--- src/rtl/ocd_pkg.sv ---
// Shared types and frame-layout constants for the overcurrent-detect ADC reader.
package ocd_pkg;

    typedef enum logic [1:0] {
        IDLE,
        QUIET,
        CONV,
        DONE
    } adc_state_e;

    localparam int unsigned ADC_FRAME_BITS = 16;
    localparam int unsigned ADC_LEAD_BITS  = 3;
    localparam int unsigned ADC_DATA_BITS  = 10;

endpackage

--- src/rtl/ocd_adc_reader_if.sv ---
// Serial converter pins: chip select, serial clock and serial data.
interface ocd_adc_reader_if;

    logic adc_cs_n;
    logic adc_sclk;
    logic adc_sdata;

    modport master (
        output adc_cs_n,
        output adc_sclk,
        input  adc_sdata
    );

    modport slave (
        input  adc_cs_n,
        input  adc_sclk,
        output adc_sdata
    );

endinterface

--- src/rtl/ocd_adc_reader_sync2.sv ---
// Two-flop synchronizer for the asynchronous converter data line.
module sync2 (
    input  logic clk,
    input  logic rst,
    input  logic d,
    output logic q
);

    logic meta;

    always_ff @(posedge clk) begin
        if (rst) begin
            meta <= 1'b0;
            q    <= 1'b0;
        end else begin
            meta <= d;
            q    <= meta;
        end
    end

endmodule

--- src/rtl/ocd_adc_reader.sv ---
// Continuous 16-clock frame reader for a 10-bit serial ADC; publishes each clean
// result on a held bus with a one-cycle strobe and flags corrupted leading zeros.
module ocd_adc_reader
    import ocd_pkg::*;
#(
    parameter int unsigned CLK_DIV = 4,
    parameter int unsigned CS_HIGH = 4
) (
    input  logic                     clk,
    input  logic                     rst,
    input  logic                     enable,
    ocd_adc_reader_if.master         adc_bus,
    output logic [ADC_DATA_BITS-1:0] adc_dout,
    output logic                     adc_valid,
    output logic                     adc_frame_err
);

    localparam logic [7:0] DIV_LAST   = 8'(CLK_DIV - 1);
    localparam logic [7:0] QUIET_LAST = 8'(CS_HIGH - 1);
    localparam logic [3:0] BIT_LAST   = 4'(ADC_FRAME_BITS - 1);

    adc_state_e state_q, state_d;
    logic [7:0] div_q, div_d;
    logic [7:0] quiet_q, quiet_d;
    logic [3:0] bit_q, bit_d;
    logic       cs_n_q, cs_n_d;
    logic       sclk_q, sclk_d;
    logic [ADC_DATA_BITS-1:0] dout_d;
    logic       valid_d;
    logic       err_d;
    logic       sdata_sync;

    // Only the first 15 captured bits are stored; the last bit is decoded straight
    // from the synchronizer so the result can register into the DONE cycle.
    logic [ADC_FRAME_BITS-2:0] shift_q, shift_d;
    logic [ADC_FRAME_BITS-1:0] frame_w;

    sync2 u_sync (
        .clk (clk),
        .rst (rst),
        .d   (adc_bus.adc_sdata),
        .q   (sdata_sync)
    );

    assign frame_w          = {shift_q, sdata_sync};
    assign adc_bus.adc_cs_n = cs_n_q;
    assign adc_bus.adc_sclk = sclk_q;

    always_comb begin
        state_d = state_q;
        div_d   = div_q;
        quiet_d = quiet_q;
        bit_d   = bit_q;
        shift_d = shift_q;
        cs_n_d  = 1'b1;
        sclk_d  = 1'b1;
        dout_d  = adc_dout;
        valid_d = 1'b0;
        err_d   = adc_frame_err;

        case (state_q)
            IDLE: begin
                if (enable) begin
                    state_d = QUIET;
                    quiet_d = '0;
                end
            end
            QUIET: begin
                if (quiet_q == QUIET_LAST) begin
                    state_d = CONV;
                    cs_n_d  = 1'b0;
                    sclk_d  = 1'b0;
                    div_d   = '0;
                    bit_d   = '0;
                end else begin
                    quiet_d = quiet_q + 8'd1;
                end
            end
            CONV: begin
                cs_n_d = 1'b0;
                sclk_d = sclk_q;
                if (div_q == DIV_LAST) begin
                    div_d = '0;
                    if (!sclk_q) begin
                        sclk_d = 1'b1;
                    end else begin
                        shift_d = frame_w[ADC_FRAME_BITS-2:0];
                        if (bit_q == BIT_LAST) begin
                            state_d = DONE;
                            cs_n_d  = 1'b1;
                            sclk_d  = 1'b1;
                            if (frame_w[ADC_FRAME_BITS-1 -: ADC_LEAD_BITS] == '0) begin
                                dout_d  = frame_w[ADC_FRAME_BITS-ADC_LEAD_BITS-1 -: ADC_DATA_BITS];
                                valid_d = 1'b1;
                            end else begin
                                err_d = 1'b1;
                            end
                        end else begin
                            bit_d  = bit_q + 4'd1;
                            sclk_d = 1'b0;
                        end
                    end
                end else begin
                    div_d = div_q + 8'd1;
                end
            end
            DONE: begin
                quiet_d = '0;
                state_d = enable ? QUIET : IDLE;
            end
            default: begin
                state_d = IDLE;
            end
        endcase
    end

    always_ff @(posedge clk) begin
        if (rst) begin
            state_q       <= IDLE;
            div_q         <= '0;
            quiet_q       <= '0;
            bit_q         <= '0;
            shift_q       <= '0;
            cs_n_q        <= 1'b1;
            sclk_q        <= 1'b1;
            adc_dout      <= '0;
            adc_valid     <= 1'b0;
            adc_frame_err <= 1'b0;
        end else begin
            state_q       <= state_d;
            div_q         <= div_d;
            quiet_q       <= quiet_d;
            bit_q         <= bit_d;
            shift_q       <= shift_d;
            cs_n_q        <= cs_n_d;
            sclk_q        <= sclk_d;
            adc_dout      <= dout_d;
            adc_valid     <= valid_d;
            adc_frame_err <= err_d;
        end
    end

endmodule

--- src/flat_wrapper.sv ---
// flat-port wrapper written by rule: the top's interface ports become plain ports
module ocd_adc_reader_flat import ocd_pkg::*;
#(
    parameter int unsigned CLK_DIV = 4,
    parameter int unsigned CS_HIGH = 4
)
  (clk, rst, enable, adc_dout, adc_valid, adc_frame_err, adc_bus_adc_cs_n, adc_bus_adc_sclk, adc_bus_adc_sdata);
  ocd_adc_reader_if adc_bus_i ();
  input  logic clk;
  input  logic rst;
  input  logic enable;
  output logic [ADC_DATA_BITS-1:0] adc_dout;
  output logic adc_valid;
  output logic adc_frame_err;
  output wire logic [$bits(adc_bus_i.adc_cs_n)-1:0] adc_bus_adc_cs_n;
  output wire logic [$bits(adc_bus_i.adc_sclk)-1:0] adc_bus_adc_sclk;
  input wire logic [$bits(adc_bus_i.adc_sdata)-1:0] adc_bus_adc_sdata;
  assign adc_bus_adc_cs_n = adc_bus_i.adc_cs_n;
  assign adc_bus_adc_sclk = adc_bus_i.adc_sclk;
  assign adc_bus_i.adc_sdata = adc_bus_adc_sdata;
  ocd_adc_reader #(.CLK_DIV(CLK_DIV), .CS_HIGH(CS_HIGH)) u_core (.clk(clk), .rst(rst), .enable(enable), .adc_bus(adc_bus_i), .adc_dout(adc_dout), .adc_valid(adc_valid), .adc_frame_err(adc_frame_err));
endmodule
--- config.mk ---
export PLATFORM = sky130hd
export DESIGN_NAME = ocd_adc_reader_flat
export DESIGN_NICKNAME = d
export VERILOG_FILES = /design/src/rtl/ocd_pkg.sv /design/src/rtl/ocd_adc_reader_if.sv /design/src/rtl/ocd_adc_reader_sync2.sv /design/src/rtl/ocd_adc_reader.sv /design/src/flat_wrapper.sv
export SDC_FILE = /design/constraint.sdc
export NUM_CORES = 1
export LEC_CHECK = 0
export BUFFER_PORTS_ARGS = -buffer_cell sky130_fd_sc_hd__buf_2
export CORE_UTILIZATION = 45
export CTS_BUF_LIST = sky130_fd_sc_hd__clkbuf_8
export CTS_CLUSTER_DIAMETER = 200
export DETAILED_ROUTE_END_ITERATION = 7
export PLACE_DENSITY_LB_ADDON = 0.05
export SKIP_LAST_GASP = 1
export SYNTH_ARGS = -nofsm -noshare
export SYNTH_HDL_FRONTEND = slang
export SYNTH_HIERARCHICAL = 1
export SYNTH_SLANG_ARGS = --single-unit
--- constraint.sdc ---
create_clock -name clk -period 2.4 [get_ports clk]
set_input_delay 0.12 -clock clk [delete_from_list [all_inputs] [get_ports clk]]
set_output_delay 0.12 -clock clk [all_outputs]
set_load 0.01 [all_outputs]
==> run_results.csv, run 1 <==
group,metric,value,unit
synthesis,post_synth_fa_ha_maj_area_fraction,4.122,%
global_route,grt_max_degree,37,
job,drv_cap,0,
clock_network,tritoncts_num_sinks,53,
synthesis,synth_simple_gate_area_share,22.77,%
clock_network,clock_tree.htree_level_count,2,
place,post_dp_cell_area,2659,sq um
clock_network,buffer_type_at_the_clock_tree_root,"clkbuf_8",
global_route,grt_pass1_wl,7900,um
place,io_buffers,17,
synthesis,syn_nets,285,
synthesis,synth.cell_area,2429,sq um
floorplan,die_y,75.47,um
floorplan,floorplan.die_area,5695,sq um
setup_path,timing.setup.critical_path_class,"flop to flop",
synthesis,post_synth_num_cell_types,47,
final_layout,post_route_cells_drive_above_1_share,15.38,%
drt,drt-initial-drc-count,66,
sta,setup_tns,0,ns
drt,totalWireLength,4776,um
drt,vias_per_cell,5.458,
final_layout,finish.net_count,310,
final_layout,n_fill_cell,523,
setup_path,critPathCaptureType,"flop",
synthesis,synth_area_leader_cell,"dfxtp_1",
synthesis,synth_largest_type_area_fraction,43.69,%
sta,report.final.slew_viol_count,0,
synthesis,post_synth_mux_area_share,11.13,%
place,placedCellCount,361,
drt,postRouteAntennaNets,0,
global_route,groute.usage.overall,18.09,%
setup_path,crit_path_arrival_time,2.51,ns
sta,worst_margin_slew,0.4820,ns
power,vdd_drop_max,0.4724,mV
drt,drt_first_pass_iters,4,
final_layout,flow.area_growth_from_synthesis,13.19,%
drt,dr_total_vias,2014,
synthesis,yosysWarnings,6,
synthesis,synthTopCellsByCount,"53 x dfxtp_1, 38 x nand2_1, 27 x mux2i_1",
status,status,"finished, final reports clean",
power,leakage,1.113,nW
setup_path,critical_path_fanout_max,4,
clock_network,postCtsSetupRepairBufs,0,
synthesis,yosys.cell_count.top_type,"dfxtp_1",
sta,timing.slew.headroom,67.62,%
sta,worst_hold_slack,0.02166,ns
floorplan,floorplan.core_area,5140,sq um
place,place.gp.congestion,0.8490,
sta,finalClockSkew,0.003520,ns
sta,final_min_period_over_clock_period,94.94,%
global_route,grt_pass1_vias,1733,
floorplan,top_level_ports,18,
clock_network,post_cts_hold_buffer_count,0,
clock_network,cts_max_path_buffers,2,
setup_path,critical_path.startpoint_type,"flop",
final_layout,layout.cell_area.non_filler,2749,sq um
synthesis,netlist_top_cells_area,"dfxtp_1 44%, mux2i_1 11%, nand2_1 5.9%, ha_1 4.1%, nor2_1 3.6%",
floorplan,width_of_the_die,75.47,um
sta,setup_viol,0,
synthesis,yosysSeqAreaShare,43.69,%
clock_network,tritoncts.num_buffers,5,
floorplan,initial_core_util,47.25,%
drt,post-route-drc-count,0,
power,p_per_area,743.0,nW/um^2
sta,hold_viol,0,
clock_network,cts_repair_resize_count,0,
drt,avgRoutedWirePerCell,12.94,um
synthesis,postSynth.topFlopCell,"dfxtp_1",
final_layout,diodes,0,
sta,fmaxAchievable,438.9,MHz
synthesis,postSynthAreaPerCell,8.896,sq um
global_route,grt_antenna_before_repair,0,
sta,grt_setup_unrepaired,"false",
clock_network,clock_insertion_delay_worst_skew,0.31,ns
final_layout,instances_no_fill,369,
worst_hold_path,hp-class,"input pin to flop",
synthesis,synth-xor-area-share,0,%
sta,minimum_clock_period_after_layout,2.279,ns
place,post-dp-hpwl,3319,um
synthesis,synth_top_family_by_area,"simple AND/OR/NAND/NOR gates",
synthesis,synth-compound-area-share,14.53,%
synthesis,postSynthRegisterBits,53,
synthesis,synth_edf_count,0,
clock_network,clk_pin_slew_worst_paths,0.10,ns
synthesis,post_synthesis_async_set_or_reset_flop_share,0,%
clock_network,cts_tree,"yes",
synthesis,syn-instance-count,273,
setup_path,timing.critical_path.required,2.63,ns
floorplan,rows,26,
global_route,grt_overflow,0,
[worst paths after layout]
kind                              startpoint                               to  slack, ns  cells after the start
max             u_core/div_q[0]$_SDFFE_PP0P_     u_core/bit_q[3]$_SDFFE_PP0P_       0.12                      5
min                        adc_bus_adc_sdata    u_core/u_sync/meta$_SDFF_PP0_       0.02                      2
max reg2reg     u_core/div_q[0]$_SDFFE_PP0P_     u_core/bit_q[3]$_SDFFE_PP0P_       0.12                      5
min reg2reg  u_core/adc_dout[3]$_SDFFE_PP0P_  u_core/adc_dout[3]$_SDFFE_PP0P_       0.46                      2
[metrics by stage]
stage                     power (W)  utilization, %  setup slack (ns)
final                      0.002042           53.48            0.1214
after global routing       0.002189           53.48          0.001791
after CTS                  0.002076           53.48            0.1171
after detailed placement   0.001556           51.73            0.1422
after global placement     0.001560           51.73            0.1647
after floorplan            0.001371               -           0.07685
[layout make-up]
cell class | instances | area (sq um) | area share [%]
sequential | 53 | 1061 | 38.60
tap | 70 | 87.58 | 3.186
clock inverter | 3 | 21.27 | 0.7738
multi-input combinational | 198 | 1281 | 46.61
clock buffer | 5 | 68.82 | 2.503
timing repair buffer | 29 | 187.7 | 6.827
inverter | 11 | 41.29 | 1.502
[cells in the final DEF, fill, tap and decap left out, types with 8 or more instances in the layout]
master	netlist	layout
nand3_1	12	12
mux2i_1	27	27
nand2_1	38	38
ha_1	8	8
a21oi_1	13	13
buf_4	0	11
or3_1	8	8
inv_1	10	10
nor2_1	23	23
dfxtp_1	53	53
buf_2	1	17
o21ai_0	11	11
[where the power goes]
part	total (W)	internal, W	switching (W)	leakage [nW]
Sequential	0.000955	0.000917	0.0000375	0.428
Combinational	0.000578	0.000227	0.000351	0.641
Clock	0.000509	0.000208	0.000302	0.0445
[logic make-up (layout without fill, tap and decap cells)]
logic type,Yosys count,in the layout
buffers and inverters,22,48
adders and majority gates,8,8
DFF,53,53
and+or+nand+nor,112,112
muxes,27,27
AOI/OAI and AO/OA,51,51
[registers in the layout (all words and copies together) (netlist names)]
| register | count |
|---|---|
| u_core/shift_q | 15 |
| u_core/adc_dout | 10 |
| u_core/div_q | 8 |
| u_core/quiet_q | 8 |
| u_core/bit_q | 4 |
| u_core/state_q | 2 |
| u_core/adc_bus.adc_cs_n | 1 |
| u_core/adc_bus.adc_sclk | 1 |
| u_core/adc_frame_err | 1 |
| u_core/adc_valid | 1 |
| u_core/u_sync/meta | 1 |
| u_core/u_sync/q | 1 |
[metal layers]
layer	vias to the layer above	part of all wire, %	GRT usage (%)
li1	1035	-	-
met1	946	51	24.16
met2	29	45	29.56
met3	4	2.6	3.571
met4	0	1.3	5.556
met5	-	0	0
[worst max-delay path, cell delays in order, from the launching register on]
cell     delay, ns
dfxtp_1       0.39
ha_1          0.18
or3b_2        0.46
or3_1         0.41
or4b_4        0.54
o31ai_1       0.22
Note: power is estimated with default switching activity, not from simulation.
==> run 2, diff against run 1 <==
--- a/config.mk
+++ b/config.mk
@@ -6,7 +6,7 @@
 export NUM_CORES = 1
 export LEC_CHECK = 0
 export BUFFER_PORTS_ARGS = -buffer_cell sky130_fd_sc_hd__buf_2
-export CORE_UTILIZATION = 45
+export CORE_UTILIZATION = 50
 export CTS_BUF_LIST = sky130_fd_sc_hd__clkbuf_8
 export CTS_CLUSTER_DIAMETER = 200
 export DETAILED_ROUTE_END_ITERATION = 7
==> run_results.csv, run 2 (same netlist as run 1, synthesis figures left out) <==
group,metric,value,unit
place,place.gp.congestion,0.8336,
final_layout,layout.cell_area.non_filler,2748,sq um
global_route,grt_max_degree,37,
global_route,grt_pass1_vias,1862,
power,comb_power_share,28.2,%
drt,post-route-drc-count,0,
global_route,grt_use_met3,3.516,%
status,status,"finished, final reports clean",
floorplan,width_of_the_die,71.70,um
final_layout,final_cell_mix,"53 x dfxtp_1, 38 x nand2_1, 27 x mux2i_1, 23 x nor2_1, 17 x buf_2",
setup_path,timing.critical_path.required,2.62,ns
final_layout,most_common_library_cell_in_the_layout_ignoring_fill_and_taps,"dfxtp_1",
final_layout,biggestRegsByFlops,"u_core/shift_q x15, u_core/adc_dout x10",
power,vdd_drop_max,0.3867,mV
setup_path,critical_path_fanout_max,4,
drt,vias_per_cell,5.710,
floorplan,initial_core_util,53.92,%
global_route,grt_antenna_before_repair,0,
drt,totalWireLength,5042,um
drt,drt_first_pass_iters,4,
drt,avgRoutedWirePerCell,14.32,um
power,leakage,1.131,nW
clock_network,tritoncts.num_buffers,5,
clock_network,tritoncts_num_sinks,53,
floorplan,rows,24,
global_route,use_met1,32.22,%
power,p_per_area,786.8,nW/um^2
setup_path,worstPathCellList,"ha_1 -> or3b_2 -> or3_4 -> or4b_4 -> o31ai_1",
global_route,most_crowded_layer_after_global_routing,"met1",
setup_path,timing.setup.critical_path_class,"flop to flop",
setup_path,slowest_stage,"or4b_4",
clock_network,clock_insertion_delay_worst_skew,0.30,ns
sta,setup_tns,0,ns
power,p_int,0.001461,W
sta,final_min_period_over_clock_period,95.75,%
power,power_switching,0.0007004,W
clock_network,cts_tree,"yes",
global_route,groute.usage.overall,21.32,%
final_layout,largest_register_ff_count,15,
global_route,globalRouteMet2Util,30.61,%
drt,dr_total_vias,2010,
sta,setup_viol,0,
final_layout,utilization,61.00,%
job,drv_cap,0,
power,clock_power_share,27.7,%
final_layout,diodes,0,
sta,report.final.slew_viol_count,0,
setup_path,critPathCaptureType,"flop",
final_layout,finish.net_count,311,
place,io_buffers,17,
sta,hold_viol,0,
floorplan,die_y,71.70,um
floorplan,top_level_ports,18,
worst_hold_path,hp-class,"input pin to flop",
clock_network,clk_pin_slew_worst_paths,0.09,ns
final_layout,instances_no_fill,352,
sta,finalClockSkew,0.003913,ns
clock_network,cts_max_path_buffers,2,
sta,minimum_clock_period_after_layout,2.298,ns
power,sw_frac_of_total,32.40,%
floorplan,floorplan.core_area,4504,sq um
final_layout,flow.area_growth_from_synthesis,13.14,%
drt,postRouteAntennaNets,0,
power,seq_power_share,44.2,%
final_layout,largest_register,"u_core/shift_q",
place,post_dp_cell_area,2631,sq um
clock_network,clock_tree.htree_level_count,2,
drt,drt-initial-drc-count,123,
place,post-dp-hpwl,3496,um
sta,timing.slew.headroom,64.24,%
place,placedCellCount,344,
sta,fmaxAchievable,435.1,MHz
sta,worst_margin_slew,0.5323,ns
setup_path,critical_path.startpoint_type,"flop",
sta,grt_setup_unrepaired,"false",
setup_path,crit_path_arrival_time,2.51,ns
global_route,grt_overflow,0,
clock_network,buffer_type_at_the_clock_tree_root,"clkbuf_8",
floorplan,floorplan.die_area,5140,sq um
global_route,grt_pass1_wl,8700,um
final_layout,post_route_cells_drive_above_1_share,15.67,%
setup_path,slowest_cell_delay_on_critical_path,0.53,ns
## run 2: path summary, 6_finish.rpt
check,slack (ns),from,end,depth (start not counted)
setup / recovery,0.10,u_core/div_q[0]$_SDFFE_PP0P_,u_core/bit_q[3]$_SDFFE_PP0P_,5
hold / removal,0.03,adc_bus_adc_sdata,u_core/u_sync/meta$_SDFF_PP0_,2
setup reg to reg,0.10,u_core/div_q[0]$_SDFFE_PP0P_,u_core/bit_q[3]$_SDFFE_PP0P_,5
hold reg to reg,0.45,u_core/u_sync/meta$_SDFF_PP0_,u_core/u_sync/q$_SDFF_PP0_,1
## run 2: cell type report
class | count | area [sq um]
clock inverters | 3 | 42.54
repair buffers | 30 | 182.7
flip-flops and latches | 53 | 1061
multi-input cells | 198 | 1286
well taps | 52 | 65.06
inverters | 11 | 41.29
clock buffers | 5 | 68.82
fillers | 411 | 1757
## run 2: routing by layer
layer,up-vias,wire length (um)
met4,0,61
met1,920,2656
met2,48,2108
met5,-,0
met3,6,215
li1,1036,-
## run 2: power by group through the flow
stage	clock network [W]	registers [W]	logic, W
2_1_floorplan	0	0.000972	0.000399
3_3_place_gp	0	0.000972	0.000588
3_5_place_dp	0	0.000974	0.000597
4_1_cts	0.000614	0.000954	0.000602
5_1_grt	0.000652	0.000960	0.000676
6_report	0.000598	0.000955	0.000609
## run 2: repair_timing
| action | CTS | global route |
|---|---|---|
| gates resized for setup | 0 | 1 |
| buffers inserted | 0 | 0 |
| hold buffers | 0 | 0 |
| endpoints found under the setup margin | 0 | 1 |
## run 2: through the flow
step                      hold WS [ns]  setup slack (ns)  power (W)
after floorplan                 0.1916           0.07685   0.001371
after global placement          0.3424            0.1565   0.001561
after detailed placement        0.3533           0.08521   0.001571
after CTS                      0.03065           0.06359   0.002170
after global routing           0.03455          0.005795   0.002288
final                          0.03120            0.1019   0.002162
## run 2: worst max-delay path, delay by kind of cell, from the launching register on
kind            cells  cell delay [ns]
fa+ha+maj           1             0.17
flops               1             0.38
compound gates      1             0.24
simple gates        3             1.42
